File: config.mk
export PLATFORM = sky130hd
export DESIGN_NAME = sid_bus_master
export DESIGN_NICKNAME = d
export VERILOG_FILES = /design/src/rtl/sid_bus_master_pkg.sv /design/src/rtl/sid_bus_master.sv
export SDC_FILE = /design/constraint.sdc
export NUM_CORES = 1
export LEC_CHECK = 0
export BUFFER_PORTS_ARGS = -buffer_cell sky130_fd_sc_hd__buf_2
export CORE_MARGIN = 5
export CORE_UTILIZATION = 50
export CTS_CLUSTER_DIAMETER = 40
export DETAILED_ROUTE_END_ITERATION = 10
export PLACE_DENSITY = 0.95
export SYNTH_ARGS = -nofsm -noshare
export SYNTH_HDL_FRONTEND = slang
export SYNTH_SLANG_ARGS = --single-unit
File: constraint.sdc
create_clock -name wb_clk_i -period 4 [get_ports wb_clk_i]
set_input_delay 0.4 -clock wb_clk_i [delete_from_list [all_inputs] [get_ports wb_clk_i]]
set_output_delay 0.4 -clock wb_clk_i [all_outputs]
set_load 0.05 [all_outputs]
File: src/rtl/sid_bus_master_pkg.sv
// Shared definitions for the SID register-bus master.
// Contents:
//   - bus widths (address and data)
//   - the FSM state encoding
//   - SID register-map offsets (voices, filter, volume)
//   - a small helper used to size the shared phase counter
package sid_bus_master_pkg;

  localparam int SID_ADDR_W = 6;
  localparam int SID_DATA_W = 8;

  typedef enum logic [1:0] {
    ST_IDLE   = 2'd0,
    ST_SETUP  = 2'd1,
    ST_STROBE = 2'd2,
    ST_HOLD   = 2'd3
  } state_e;

  // Voice register blocks: seven registers per voice.
  localparam logic [SID_ADDR_W-1:0] SID_VOICE1_BASE = 6'h00;
  localparam logic [SID_ADDR_W-1:0] SID_VOICE2_BASE = 6'h07;
  localparam logic [SID_ADDR_W-1:0] SID_VOICE3_BASE = 6'h0E;
  localparam int                    SID_VOICE_REGS  = 7;

  // Filter and master-volume registers.
  localparam logic [SID_ADDR_W-1:0] SID_FC_LO       = 6'h15;
  localparam logic [SID_ADDR_W-1:0] SID_FC_HI       = 6'h16;
  localparam logic [SID_ADDR_W-1:0] SID_RES_FILT    = 6'h17;
  localparam logic [SID_ADDR_W-1:0] SID_MODE_VOL    = 6'h18;

  // Read-only registers.
  localparam logic [SID_ADDR_W-1:0] SID_POT_X       = 6'h19;
  localparam logic [SID_ADDR_W-1:0] SID_POT_Y       = 6'h1A;
  localparam logic [SID_ADDR_W-1:0] SID_OSC3        = 6'h1B;
  localparam logic [SID_ADDR_W-1:0] SID_ENV3        = 6'h1C;

  // Largest of three values.
  // The phase counter must be wide enough for the longest bus phase.
  function automatic int max3(input int a, input int b, input int c);
    int m;
    m = (a > b) ? a : b;
    return (m > c) ? m : c;
  endfunction

endpackage

File: src/rtl/sid_bus_master.sv
// Host-side initiator for the SID parallel register bus.
//
// Each accepted valid/ready request becomes one timed bus cycle:
//   SETUP  (address and write data stable, strobes high)
//   STROBE (CEb low, plus WEb for a write or OEb for a read)
//   HOLD   (strobes high, address and data still held)
// When the cycle completes, rsp_valid pulses for one clock.
//
// Ports:
//   wb_clk_i, rst_n                     clock; asynchronous active-low reset
//   req_valid/req_ready                 request handshake
//   req_we, req_addr, req_wdata         request payload
//   rsp_valid, rsp_rdata                completion pulse and last read data
//   bus_addr, bus_out, bus_oe, bus_in   SID address/data pins
//   CEb, WEb, OEb                       SID strobes, active low
//
// Every output is a flop, so the strobes cannot glitch.
module sid_bus_master
  import sid_bus_master_pkg::*;
#(
  parameter int SETUP_CYC  = 1,
  parameter int STROBE_CYC = 2,
  parameter int HOLD_CYC   = 1
) (
  input  logic                  wb_clk_i,
  input  logic                  rst_n,
  input  logic                  req_valid,
  output logic                  req_ready,
  input  logic                  req_we,
  input  logic [SID_ADDR_W-1:0] req_addr,
  input  logic [SID_DATA_W-1:0] req_wdata,
  output logic                  rsp_valid,
  output logic [SID_DATA_W-1:0] rsp_rdata,
  output logic [SID_ADDR_W-1:0] bus_addr,
  output logic [SID_DATA_W-1:0] bus_out,
  output logic                  bus_oe,
  input  logic [SID_DATA_W-1:0] bus_in,
  output logic                  CEb,
  output logic                  WEb,
  output logic                  OEb
);

  if (SETUP_CYC < 1) begin : g_bad_setup
    $error("sid_bus_master: SETUP_CYC must be >= 1");
  end
  if (STROBE_CYC < 1) begin : g_bad_strobe
    $error("sid_bus_master: STROBE_CYC must be >= 1");
  end
  if (HOLD_CYC < 1) begin : g_bad_hold
    $error("sid_bus_master: HOLD_CYC must be >= 1");
  end

  localparam int MAX_CYC = max3(SETUP_CYC, STROBE_CYC, HOLD_CYC);
  localparam int CNT_W   = $clog2(MAX_CYC + 1);

  // The counter is loaded with (phase length - 1) when a phase is entered.
  // The phase ends on the cycle where the counter reads zero.
  localparam logic [CNT_W-1:0] SETUP_LOAD  = CNT_W'(SETUP_CYC - 1);
  localparam logic [CNT_W-1:0] STROBE_LOAD = CNT_W'(STROBE_CYC - 1);
  localparam logic [CNT_W-1:0] HOLD_LOAD   = CNT_W'(HOLD_CYC - 1);
  localparam logic [CNT_W-1:0] CNT_ONE     = CNT_W'(1);

  state_e                  state_q, state_d;
  logic [CNT_W-1:0]        cnt_q, cnt_d;
  logic                    we_q, we_d;
  logic [SID_ADDR_W-1:0]   addr_d;
  logic [SID_DATA_W-1:0]   wdata_d;
  logic [SID_DATA_W-1:0]   rdata_d;
  logic                    rsp_d;
  logic                    ready_d;
  logic                    ceb_d, web_d, oeb_d, oe_d;
  logic                    last_cyc;

  assign last_cyc = (cnt_q == '0);

  // NOTE: every signal driven here gets a default before the case statement.
  // Otherwise a path that skips the assignment would infer a latch.
  always_comb begin
    state_d = state_q;
    cnt_d   = cnt_q;
    we_d    = we_q;
    addr_d  = bus_addr;
    wdata_d = bus_out;
    rdata_d = rsp_rdata;
    rsp_d   = 1'b0;

    unique case (state_q)
      ST_IDLE: begin
        if (req_valid && req_ready) begin
          state_d = ST_SETUP;
          cnt_d   = SETUP_LOAD;
          we_d    = req_we;
          addr_d  = req_addr;
          // A read leaves bus_out at its last value; it is not driven anyway.
          if (req_we) begin
            wdata_d = req_wdata;
          end
        end
      end
      ST_SETUP: begin
        if (last_cyc) begin
          state_d = ST_STROBE;
          cnt_d   = STROBE_LOAD;
        end else begin
          cnt_d = cnt_q - CNT_ONE;
        end
      end
      ST_STROBE: begin
        if (last_cyc) begin
          state_d = ST_HOLD;
          cnt_d   = HOLD_LOAD;
          // Capture read data while OEb is still low.
          // The SID has had the whole strobe window to drive bus_in.
          if (!we_q) begin
            rdata_d = bus_in;
          end
        end else begin
          cnt_d = cnt_q - CNT_ONE;
        end
      end
      ST_HOLD: begin
        if (last_cyc) begin
          state_d = ST_IDLE;
          cnt_d   = '0;
          rsp_d   = 1'b1;
        end else begin
          cnt_d = cnt_q - CNT_ONE;
        end
      end
      default: begin
        state_d = ST_IDLE;
        cnt_d   = '0;
      end
    endcase

    // Pin values are decoded from the state being entered.
    // Because they are registered, they change on the same edge as the state.
    ready_d = (state_d == ST_IDLE);
    ceb_d   = (state_d != ST_STROBE);
    web_d   = !((state_d == ST_STROBE) && we_d);
    oeb_d   = !((state_d == ST_STROBE) && !we_d);
    oe_d    = we_d && (state_d != ST_IDLE);
  end

  // NOTE: sequential state uses non-blocking assignments only.
  // All flops then update together at the edge, with no ordering races.
  always_ff @(posedge wb_clk_i or negedge rst_n) begin
    if (!rst_n) begin
      state_q   <= ST_IDLE;
      cnt_q     <= '0;
      we_q      <= 1'b0;
      bus_addr  <= '0;
      bus_out   <= '0;
      bus_oe    <= 1'b0;
      CEb       <= 1'b1;
      WEb       <= 1'b1;
      OEb       <= 1'b1;
      rsp_valid <= 1'b0;
      rsp_rdata <= '0;
      req_ready <= 1'b1;
    end else begin
      state_q   <= state_d;
      cnt_q     <= cnt_d;
      we_q      <= we_d;
      bus_addr  <= addr_d;
      bus_out   <= wdata_d;
      bus_oe    <= oe_d;
      CEb       <= ceb_d;
      WEb       <= web_d;
      OEb       <= oeb_d;
      rsp_valid <= rsp_d;
      rsp_rdata <= rdata_d;
      req_ready <= ready_d;
    end
  end

endmodule

== After elaboration in Yosys (flattened, before gate mapping) ==
Cells that the tools add are included.
Cells by class
  add/subtract/negate cells: 1
  $mul: 0
  div/mod/pow operators: 0
  $lt $le $gt $ge: 0
  equal/unequal tests: 6
  shift operators: 0
  mux-type cells: 13
  bitwise operators: 1
  reductions and logical operators: 15
Operators with widths (count)
  2-to-1 mux 2 bit: 7
  one-hot mux 2 bit (4 select lines): 1
  == test 2 bit, second input constant: 3
  logical NOT 2 bit: 3
  one-hot mux 2 bit (3 select lines): 1
  AND reduction 3 bit: 2
  logical AND 1 bit: 4
  2-to-1 mux 1 bit: 4
  inequality test 2 bit, second input constant: 2
  logical NOT 1 bit: 3
  == test 2 x 1 -> 1 bit, second input constant: 1
  AND reduction 2 bit: 1
  nonzero test 2 bit: 1
  OR reduction 2 bit: 1
  subtractor 2 x 1 -> 2 bit, second input constant: 1
  inverter 1 bit: 1
Word-level totals
  register bits: 33
  bits in latches: 0
  memory bits (writable): 0
  memory bits (read-only): 0
  bits of input ports: 26
  output and inout bits: 28
  word-level logic and storage cells: 48
  memories kept: 0

== Longest topological paths before layout ==
Gate-level depths: netlist of the first run.
  word-level depth: 6
  depth in mapped cells: 5
  depth with buffers taken out: 3

== Worst setup path after synthesis of the first run ==
No wires, ideal clock.
  path type: flip-flop to flip-flop
  start: register state_q[0]
  end: register rsp_rdata[0]
  setup time: 125 ps
  data arrival time: 1545 ps
  required time: 3875 ps
  slack: 2330 ps
  stages on the path, launching flop included: 5
  buffers on the path: 1
  clock period less this slack: 1670 ps
  cell sequence: dfrtp_1 buf_4 or4b_4 nor2_8 mux2_2
On the way
  word-level cells in the longest chain between the ends: 2
Ends and longest elaborated chain
  start: declaration: RTL line sid_bus_master.sv:63  | state_e state_q, state_d;
  start signal: assignment: RTL line sid_bus_master.sv:162  | state_q <= state_d;
  == test 2 bit: RTL line sid_bus_master.sv:87  | unique case (state_q)
  AND reduction 3 bit (no source line)
  end signal: assignment: RTL line sid_bus_master.sv:172  | rsp_rdata <= rdata_d;
  end: declaration: RTL line sid_bus_master.sv:33  | output logic [SID_DATA_W-1:0] rsp_rdata,
No other way between the ends.
A chain may end at the register's enable or synchronous reset.

== Worst setup path in the final report of the first run ==
Ends and elaborated chain as after synthesis.

==> qor.yml, run 1 <==
synth.ff_latch_count: 33
cts_made_buffers: 5
start_util_pct: 52.0
cts-htree-levels: 2
fin_worst_skew_ns: 0.00282
portBuffers: 53
diodes: 0
syn_area_sq_um: 1290
grt_max_degree: 34
syn_avg_cell_area_sq_um: 14.8
via_count: 858
synthCells: 87
tightest_slew_ns: 0.691
die_h_um: 60.8
grt_use_met1_pct: 15.5
grt_pass1_vias: 841
final_cell_mix: "buf_2 (53), dfrtp_1 (29), mux2_2 (22), nand2_1 (5), clkbuf_4 (5)"
relSlewSlack_pct: 53.9
met2_usage_pct: 24.4
drc: 0
syn_to_final_growth_pct: 25.7
min_period_over_period_pct: 43.0
ios: 54
seq_area_sq_um: 831
clk_pin_slew_ns: 0.09
finalSetupTns_ns: 0
hold_class: "input port to async pin"
synth_fp_nets: 113
gp_congestion: 0.797
viasPerCell: 4.90
grt_setup_unrepaired: "false"
period_minus_slack_ns: 1.72
routed_wl_um: 2380
hold_viol_final: 0
utilization_pct: 65.4
drtIter0Drc: 6
cp_max_fo: 10
cp.required_ns: 4.20
synth_edf_count: 0
fillers: 185
maxCapViolCount: 0
hpwl_um: 1850
post_cts_resized: 0
critPathLaunchType: "flop"
wl_per_cell_um: 13.6
worstSetupPathType: "flop to flop"
track_usage_pct: 14.3
grt_pass1_wl_um: 3750
antenna_found_initial: 0
clock_sinks: 33
synthFlopType: "dfrtp_1"
firstDrtPassIters: 3
root_buffer: "clkbuf_4"
r2r_slack_ns: 2.28
status: "completed"
ys_async_sr_fraction_pct: 100
slew_viol_final: 0
clock_path_buffers: 2
fin_ws_ns: 2.28
synth_cell_types: 22
top_usage_layer: "met2"
drtAntennaViolNets: 0
drive_above_1_share_pct: 62.1
clock.fmax_mhz: 581
cts_tree: "done"
synth-warning-count: 0
cts_setup_buffers: 0
cp_data_arrival_time_ns: 1.92
dieArea_sq_um: 3690
critPathCaptureType: "flop"
core_sq_um: 2480
final_common_cell: "buf_2"
placementRows: 18
fin_nets: 170
clkLatencyLatePin_ns: 0.31
seq_area_frac_synth_pct: 64.5
multi_input_area_sq_um: 434
overflow: 0
use_met3_pct: 3.83
place_ws_ns: 2.29
die_x_um: 60.8
cts_hold_buf: 0
setup_violations: 0
==> synthesized netlist by cell type, drive strengths merged (2+ instances only) <==
library cell | n | share of area (%)
nand2 | 6 | 1.9
dfstp | 4 | 8.2
nor2 | 5 | 2.7
a21oi | 4 | 1.6
nand2b | 2 | 0.97
buf | 3 | 1.6
or2 | 2 | 0.97
dfrtp | 29 | 56
mux2 | 22 | 19
==> flip-flops by register name, indices dropped and copies added (netlist names) <==
register   flops
bus_out        8
we_q           1
bus_addr       6
bus_oe         1
CEb            1
req_ready      1
state_q        2
rsp_rdata      8
cnt_q          2
OEb            1
rsp_valid      1
WEb            1
==> layout make-up <==
| cell class | count | share of cell area [%] |
|---|---|---|
| well taps | 30 | 2.32 |
| flip-flops and latches | 33 | 51.3 |
| repair buffers | 53 | 16.4 |
| inverters | 1 | 0.232 |
| clock buffers | 8 | 3.01 |
| multi-input cells | 50 | 26.8 |
==> final timing paths <==
kind,from,to,cells after the start
setup / recovery,state_q[0],rsp_rdata[0],3
hold / removal,rst_n,we_q,1
setup reg to reg,state_q[0],rsp_rdata[0],3
hold reg to reg,rsp_rdata[6],rsp_rdata[6],1
max in group asynchronous,rst_n,rsp_valid,1
min in group wb_clk_i,req_wdata[4],bus_out[4],2
==> critical path: stages, from the launching register on <==
cell and delay [ns]:
dfrtp_1 0.47, or4b_4 0.61, nor2_8 0.17, mux2_2 0.36
==> per-stage QoR <==
step	cells	cell area [sq um]	hold slack, ns
detailed placement	167	1570	0.488
floorplan	87	1290	0.104
CTS	175	1620	0.135
global placement	167	1570	0.471
finish	175	1620	0.124
global route	175	1620	0.181
==> metal layers <==
metal | part of all wire, % | wire length (um)
met5 | 0 | 0
met4 | 2.2 | 53
met3 | 9.8 | 232
met2 | 49 | 1160
met1 | 39 | 933
==> cell families after synthesis <==
kind of cell	count (synthesis)	share of synthesized area, %
AOI/OAI and AO/OA	7	3.11
xor gates and xnor gates	1	0.680
buffers and inverters	4	1.84
DFF	33	64.5
muxes	23	20.0
and+or+nand+nor	19	9.90
Power of run 1 is left out: the tool's default activity adds up to more than one toggle a clock period on the data nets, which glitch-free logic cannot reach.
==> run 2: changes to the inputs <==
--- a/config.mk
+++ b/config.mk
@@ -7,10 +7,10 @@
 export LEC_CHECK = 0
 export BUFFER_PORTS_ARGS = -buffer_cell sky130_fd_sc_hd__buf_2
 export CORE_MARGIN = 5
-export CORE_UTILIZATION = 50
+export CORE_UTILIZATION = 46
 export CTS_CLUSTER_DIAMETER = 40
 export DETAILED_ROUTE_END_ITERATION = 10
-export PLACE_DENSITY = 0.95
+export PLACE_DENSITY = 0.89
 export SYNTH_ARGS = -nofsm -noshare
 export SYNTH_HDL_FRONTEND = slang
 export SYNTH_SLANG_ARGS = --single-unit
==> constraint.sdc (replaced) <==
create_clock -name wb_clk_i -period 1.8 [get_ports wb_clk_i]
set_input_delay 0.18 -clock wb_clk_i [delete_from_list [all_inputs] [get_ports wb_clk_i]]
set_output_delay 0.18 -clock wb_clk_i [all_outputs]
set_load 0.05 [all_outputs]
==> qor.yml, run 2 (synthesis gave the netlist of run 1 again) <==
status: "completed"  # unchanged
drtIter0Drc: 17  # was 6
worstSetupPathType: "flop to flop"  # unchanged
clock_sinks: 33  # unchanged
rr_startpoint: "cnt_q[1]"  # was state_q[0]
cp_slowest_cell: "or4b_4"  # unchanged
fillers: 222  # was 185
r2r_end: "rsp_rdata[7]"  # was rsp_rdata[0]
tightest_slew_ns: 0.699  # was 0.691 ns
ios: 54  # unchanged
syn_to_final_growth_pct: 31.2  # was 25.7%
cp_data_arrival_time_ns: 1.88  # was 1.92 ns
relSlewSlack_pct: 53.4  # was 53.9%
track_usage_pct: 14.4  # was 14.3%
fin_worst_skew_ns: 0.0111  # was 0.00282 ns
finalSetupTns_ns: 0  # unchanged
fin_nets: 174  # was 170
clkLatencyLatePin_ns: 0.33  # was 0.31 ns
cp_cell_sequence: "or4b_4, nor2_8, mux2_2"  # unchanged
reg_top3: "bus_out: 8 flops, rsp_rdata: 8 flops, bus_addr: 6 flops"  # unchanged
final_common_cell: "buf_2"  # unchanged
holdPathEnd: "bus_out[4]"
post_cts_resized: 0  # unchanged
grt_setup_unrepaired: "false"  # unchanged
gp_congestion: 0.715  # was 0.797
clock_path_buffers: 2  # unchanged
antenna_found_initial: 0  # unchanged
overflow: 0  # unchanged
diodes: 0  # unchanged
hold_class: "input port to flop"  # was input port to async pin
r2r_slack_ns: 0.13  # was 2.28 ns
drive_above_1_share_pct: 63.8  # was 62.1%
final_cell_mix: "buf_2 (53), dfrtp_1 (29), mux2_2 (22), nand2_1 (5), clkbuf_4 (5)"  # unchanged
slowest_delay_ns: 0.58  # was 0.61 ns
period_minus_slack_ns: 1.67  # was 1.72 ns
cts_setup_buffers: 0  # unchanged
wl_per_cell_um: 14.6  # was 13.6 um
routed_wl_um: 2630  # was 2380 um
die_h_um: 62.9  # was 60.8 um
clk_pin_slew_ns: 0.10  # was 0.09 ns
fin_ws_ns: 0.132  # was 2.28 ns
viasPerCell: 4.99  # was 4.90
core_sq_um: 2710  # was 2480 sq um
grt_pass1_wl_um: 4450  # was 3750 um
maxCapViolCount: 0  # unchanged
die_x_um: 62.9  # was 60.8 um
cts_tree: "done"  # unchanged
setup_violations: 0  # unchanged
critPathCaptureType: "flop"  # unchanged
placementRows: 19  # was 18
critPathLaunchType: "flop"  # unchanged
firstDrtPassIters: 4  # was 3
clock.fmax_mhz: 600  # was 581 MHz
drtAntennaViolNets: 0  # unchanged
slew_viol_final: 0  # unchanged
hold_start: "req_wdata[4]"
start_util_pct: 47.6  # was 52.0%
dieArea_sq_um: 3960  # was 3690 sq um
portBuffers: 53  # unchanged
min_path_cells: 2
crit_family: "simple AND/OR/NAND/NOR gates"  # unchanged
root_buffer: "clkbuf_4"  # unchanged
cts_made_buffers: 5  # unchanged
min_period_over_period_pct: 92.7  # was 43.0%
reg2reg_depth: 3  # unchanged
place_ws_ns: 0.151  # was 2.29 ns
drc: 0  # unchanged
cp_max_fo: 8  # was 10
grt_pass1_vias: 994  # was 841
hpwl_um: 2010  # was 1850 um
worst-path-buf-inv: 0  # unchanged
cp.required_ns: 2.02  # was 4.20 ns
via_count: 899  # was 858
hold_viol_final: 0  # unchanged
final_area_sq_um: 1690  # was 1620 sq um
grt_max_degree: 34  # unchanged
place_area_sq_um: 1600  # was 1570 sq um
cts-htree-levels: 2  # unchanged
-- run 2: layer usage --
| metal | part of all wire [%] | track usage [%] | up-vias |
|---|---|---|---|
| li1 | - | - | 421 |
| met1 | 37 | 14.7 | 435 |
| met2 | 51 | 23.5 | 38 |
| met3 | 11 | 7.91 | 5 |
| met4 | 1.6 | 7.16 | 0 |
| met5 | 0 | 0 | - |
-- run 2: what timing repair did --
action / 4_1_cts / 5_1_grt
endpoints found under the setup margin: 0 / 0
endpoints found under the hold margin: 29 / 0
hold buffers: 1 / 0
-- run 2: worst max-delay path by stage --
| stage | start | to | slack [ns] | cells after the start |
|---|---|---|---|---|
| global route | cnt_q[1] | rsp_rdata[7] | 0.08 | 3 |
| CTS | cnt_q[1] | rsp_rdata[7] | 0.13 | 3 |
| global placement | cnt_q[1] | rsp_rdata[7] | 0.21 | 3 |
| floorplan | state_q[0] | rsp_rdata[0] | 0.13 | 4 |
| finish | cnt_q[1] | rsp_rdata[7] | 0.13 | 3 |
| detailed placement | cnt_q[1] | rsp_rdata[7] | 0.15 | 3 |
-- run 2: cell type report --
cell class              count  area [sq um]  share of cell area [%]
multi-input cells          50           434                    25.7
flip-flops and latches     33           831                    49.1
clock buffers               7          55.1                    3.26
well taps                  31          38.8                    2.29
inverters                   1          3.75                   0.222
clock inverters             1          30.0                    1.78
repair buffers             57           298                    17.6
-- run 2: through the flow --
step           hold slack (ns)  std cells  utilization [%]
2_1_floorplan           -0.116         87                -
3_3_place_gp             0.248        171             58.9
3_5_place_dp             0.274        171             58.9
4_1_cts                 0.0605        180             62.4
5_1_grt                 0.0568        180             62.4
6_report                0.0736        180             62.4
Power of run 2 is left out for the same reason.
==> run 3: changes to the inputs <==
--- a/config.mk
+++ b/config.mk
@@ -7,10 +7,11 @@
 export LEC_CHECK = 0
 export BUFFER_PORTS_ARGS = -buffer_cell sky130_fd_sc_hd__buf_2
 export CORE_MARGIN = 5
-export CORE_UTILIZATION = 46
+export CORE_UTILIZATION = 42
 export CTS_CLUSTER_DIAMETER = 40
 export DETAILED_ROUTE_END_ITERATION = 10
-export PLACE_DENSITY = 0.89
+export MAX_ROUTING_LAYER = met4
+export PLACE_DENSITY = 0.86
 export SYNTH_ARGS = -nofsm -noshare
 export SYNTH_HDL_FRONTEND = slang
 export SYNTH_SLANG_ARGS = --single-unit
==> constraint.sdc (replaced) <==
create_clock -name wb_clk_i -period 1.5 [get_ports wb_clk_i]
set_input_delay 0.15 -clock wb_clk_i [delete_from_list [all_inputs] [get_ports wb_clk_i]]
set_output_delay 0.15 -clock wb_clk_i [all_outputs]
set_load 0.05 [all_outputs]
==> qor.yml, run 3 (synthesis gave the netlist of run 1 again) <==
final_common_cell: "buf_2"  # unchanged
portBuffers: 53  # unchanged
cp_cell_sequence: "or4b_4, nor2_8, mux2_4"  # was or4b_4, nor2_8, mux2_2
violations: "negative setup slack"
cts-htree-levels: 2  # unchanged
dieArea_sq_um: 4280  # was 3960 sq um
clock_path_buffers: 2  # unchanged
wl_per_cell_um: 14.8  # was 14.6 um
tightest_slew_ns: 0.703  # was 0.699 ns
track_usage_pct: 14.4  # about the same
hold_viol_final: 0  # unchanged
clkLatencyLatePin_ns: 0.32  # was 0.33 ns
overflow: 0  # unchanged
drc: 0  # unchanged
slowest_delay_ns: 0.58  # about the same
reg2reg_depth: 3  # unchanged
die_h_um: 65.4  # was 62.9 um
clk_pin_slew_ns: 0.09  # was 0.10 ns
antenna_found_initial: 0  # unchanged
clock_sinks: 33  # unchanged
setup_violations: 9  # was 0
worstSetupPathType: "flop to flop"  # unchanged
critical_path.endpoint: "rsp_rdata[1]"  # was rsp_rdata[7]
cts_tree: "done"  # unchanged
grt_max_degree: 34  # unchanged
cp_max_fo: 8  # unchanged
maxCapViolCount: 0  # unchanged
cts_made_buffers: 5  # unchanged
holdWs_ns: 0.0540  # was 0.0736 ns
clock.fmax_mhz: 608  # was 600 MHz
root_buffer: "clkbuf_4"  # unchanged
die_x_um: 65.4  # was 62.9 um
cp_slowest_cell: "or4b_4"  # unchanged
fin_worst_skew_ns: 0.00633  # was 0.0111 ns
gp_congestion: 0.692  # was 0.715
grt_pass1_vias: 1018  # was 994
drtAntennaViolNets: 0  # unchanged
hold_class: "input port to flop"  # unchanged
drtIter0Drc: 12  # was 17
hpwl_um: 2060  # was 2010 um
grt_setup_unrepaired: "true"  # was false
cp.required_ns: 1.71  # was 2.02 ns
syn_to_final_growth_pct: 41.2  # was 31.2%
grt_pass1_wl_um: 4520  # was 4450 um
placementRows: 20  # was 19
drive_above_1_share_pct: 65.8  # was 63.8%
r2r_slack_ns: -0.14  # was 0.13 ns
via_count: 921  # was 899
finalSetupTns_ns: -1.15  # was 0 ns
status: "finished, violations left"  # was completed
critPathCaptureType: "flop"  # unchanged
core_sq_um: 3000  # was 2710 sq um
fin_ws_ns: -0.145  # was 0.132 ns
final_cell_mix: "buf_2 (53), dfrtp_1 (29), mux2_4 (15), mux2_2 (7), buf_4 (7)"  # was buf_2 (53), dfrtp_1 (29), mux2_2 (22), nand2_1 (5), clkbuf_4 (5)
cp_data_arrival_time_ns: 1.86  # was 1.88 ns
fin_nets: 180  # was 174
critPathLaunchType: "flop"  # unchanged
reg_top3: "bus_out: 8 flops, rsp_rdata: 8 flops, bus_addr: 6 flops"  # unchanged
min_period_over_period_pct: 110  # was 92.7%
diodes: 0  # unchanged
routed_wl_um: 2780  # was 2630 um
viasPerCell: 4.90  # was 4.99
relSlewSlack_pct: 53.1  # was 53.4%
crit_start: "state_q[0]"  # was cnt_q[1]
slew_viol_final: 0  # unchanged
start_util_pct: 42.9  # was 47.6%
r2r_end: "rsp_rdata[1]"  # was rsp_rdata[7]
ios: 54  # unchanged
rr_startpoint: "state_q[0]"  # was cnt_q[1]
firstDrtPassIters: 4  # unchanged
period_minus_slack_ns: 1.64  # was 1.67 ns
[run 3: metal layers]
layer | global-route usage (%) | up-vias | routed length, um
met1 | 15.5 | 438 | 1100
met4 | 6.22 | 0 | 23
li1 | - | 433 | -
met5 | - | - | 0
met2 | 23.8 | 46 | 1400
met3 | 5.47 | 4 | 260
[run 3: area by class of cell]
class	instances	area, sq um
well taps	33	41.3
flip-flops and latches	33	831
fillers	262	1180
multi-input cells	50	508
inverters	1	3.75
clock buffers	7	55.1
repair buffers	63	350
clock inverters	1	30.0
[run 3: how the worst min path moves through the flow]
stage	from	end	slack [ns]	depth (start not counted)
floorplan	rst_n	bus_addr[0]	-0.15	0
global placement	rst_n	rsp_rdata[3]	0.21	1
detailed placement	rst_n	rsp_rdata[3]	0.24	1
CTS	bus_in[0]	rsp_rdata[0]	0.03	2
global route	bus_in[5]	rsp_rdata[5]	0.02	2
finish	req_addr[4]	bus_addr[4]	0.05	2
[run 3: per-stage QoR]
stage	util [%]	cell area, sq um	instances	worst slack [ns]
2_1_floorplan	-	1340	87	-0.164
3_3_place_gp	55.5	1670	177	-0.0622
3_5_place_dp	55.5	1670	177	-0.118
4_1_cts	59.2	1780	187	-0.144
5_1_grt	60.6	1820	188	-0.184
6_report	60.6	1820	188	-0.145
[run 3: what timing repair did]
action                                  CTS  global route
setup buffers                             1             2
hold buffers                              1             0
endpoints found under the setup margin   22            22
pin swaps                                 1             3
resized for setup                         2             9
endpoints found under the hold margin    29             0
[run 3: critical path: cells and delay by family, from the launching register on]
family	cells	cell delay (ns)
DFF	1	0.39
muxes	1	0.32
and+or+nand+nor	2	0.82
Power of run 3 is left out for the same reason.
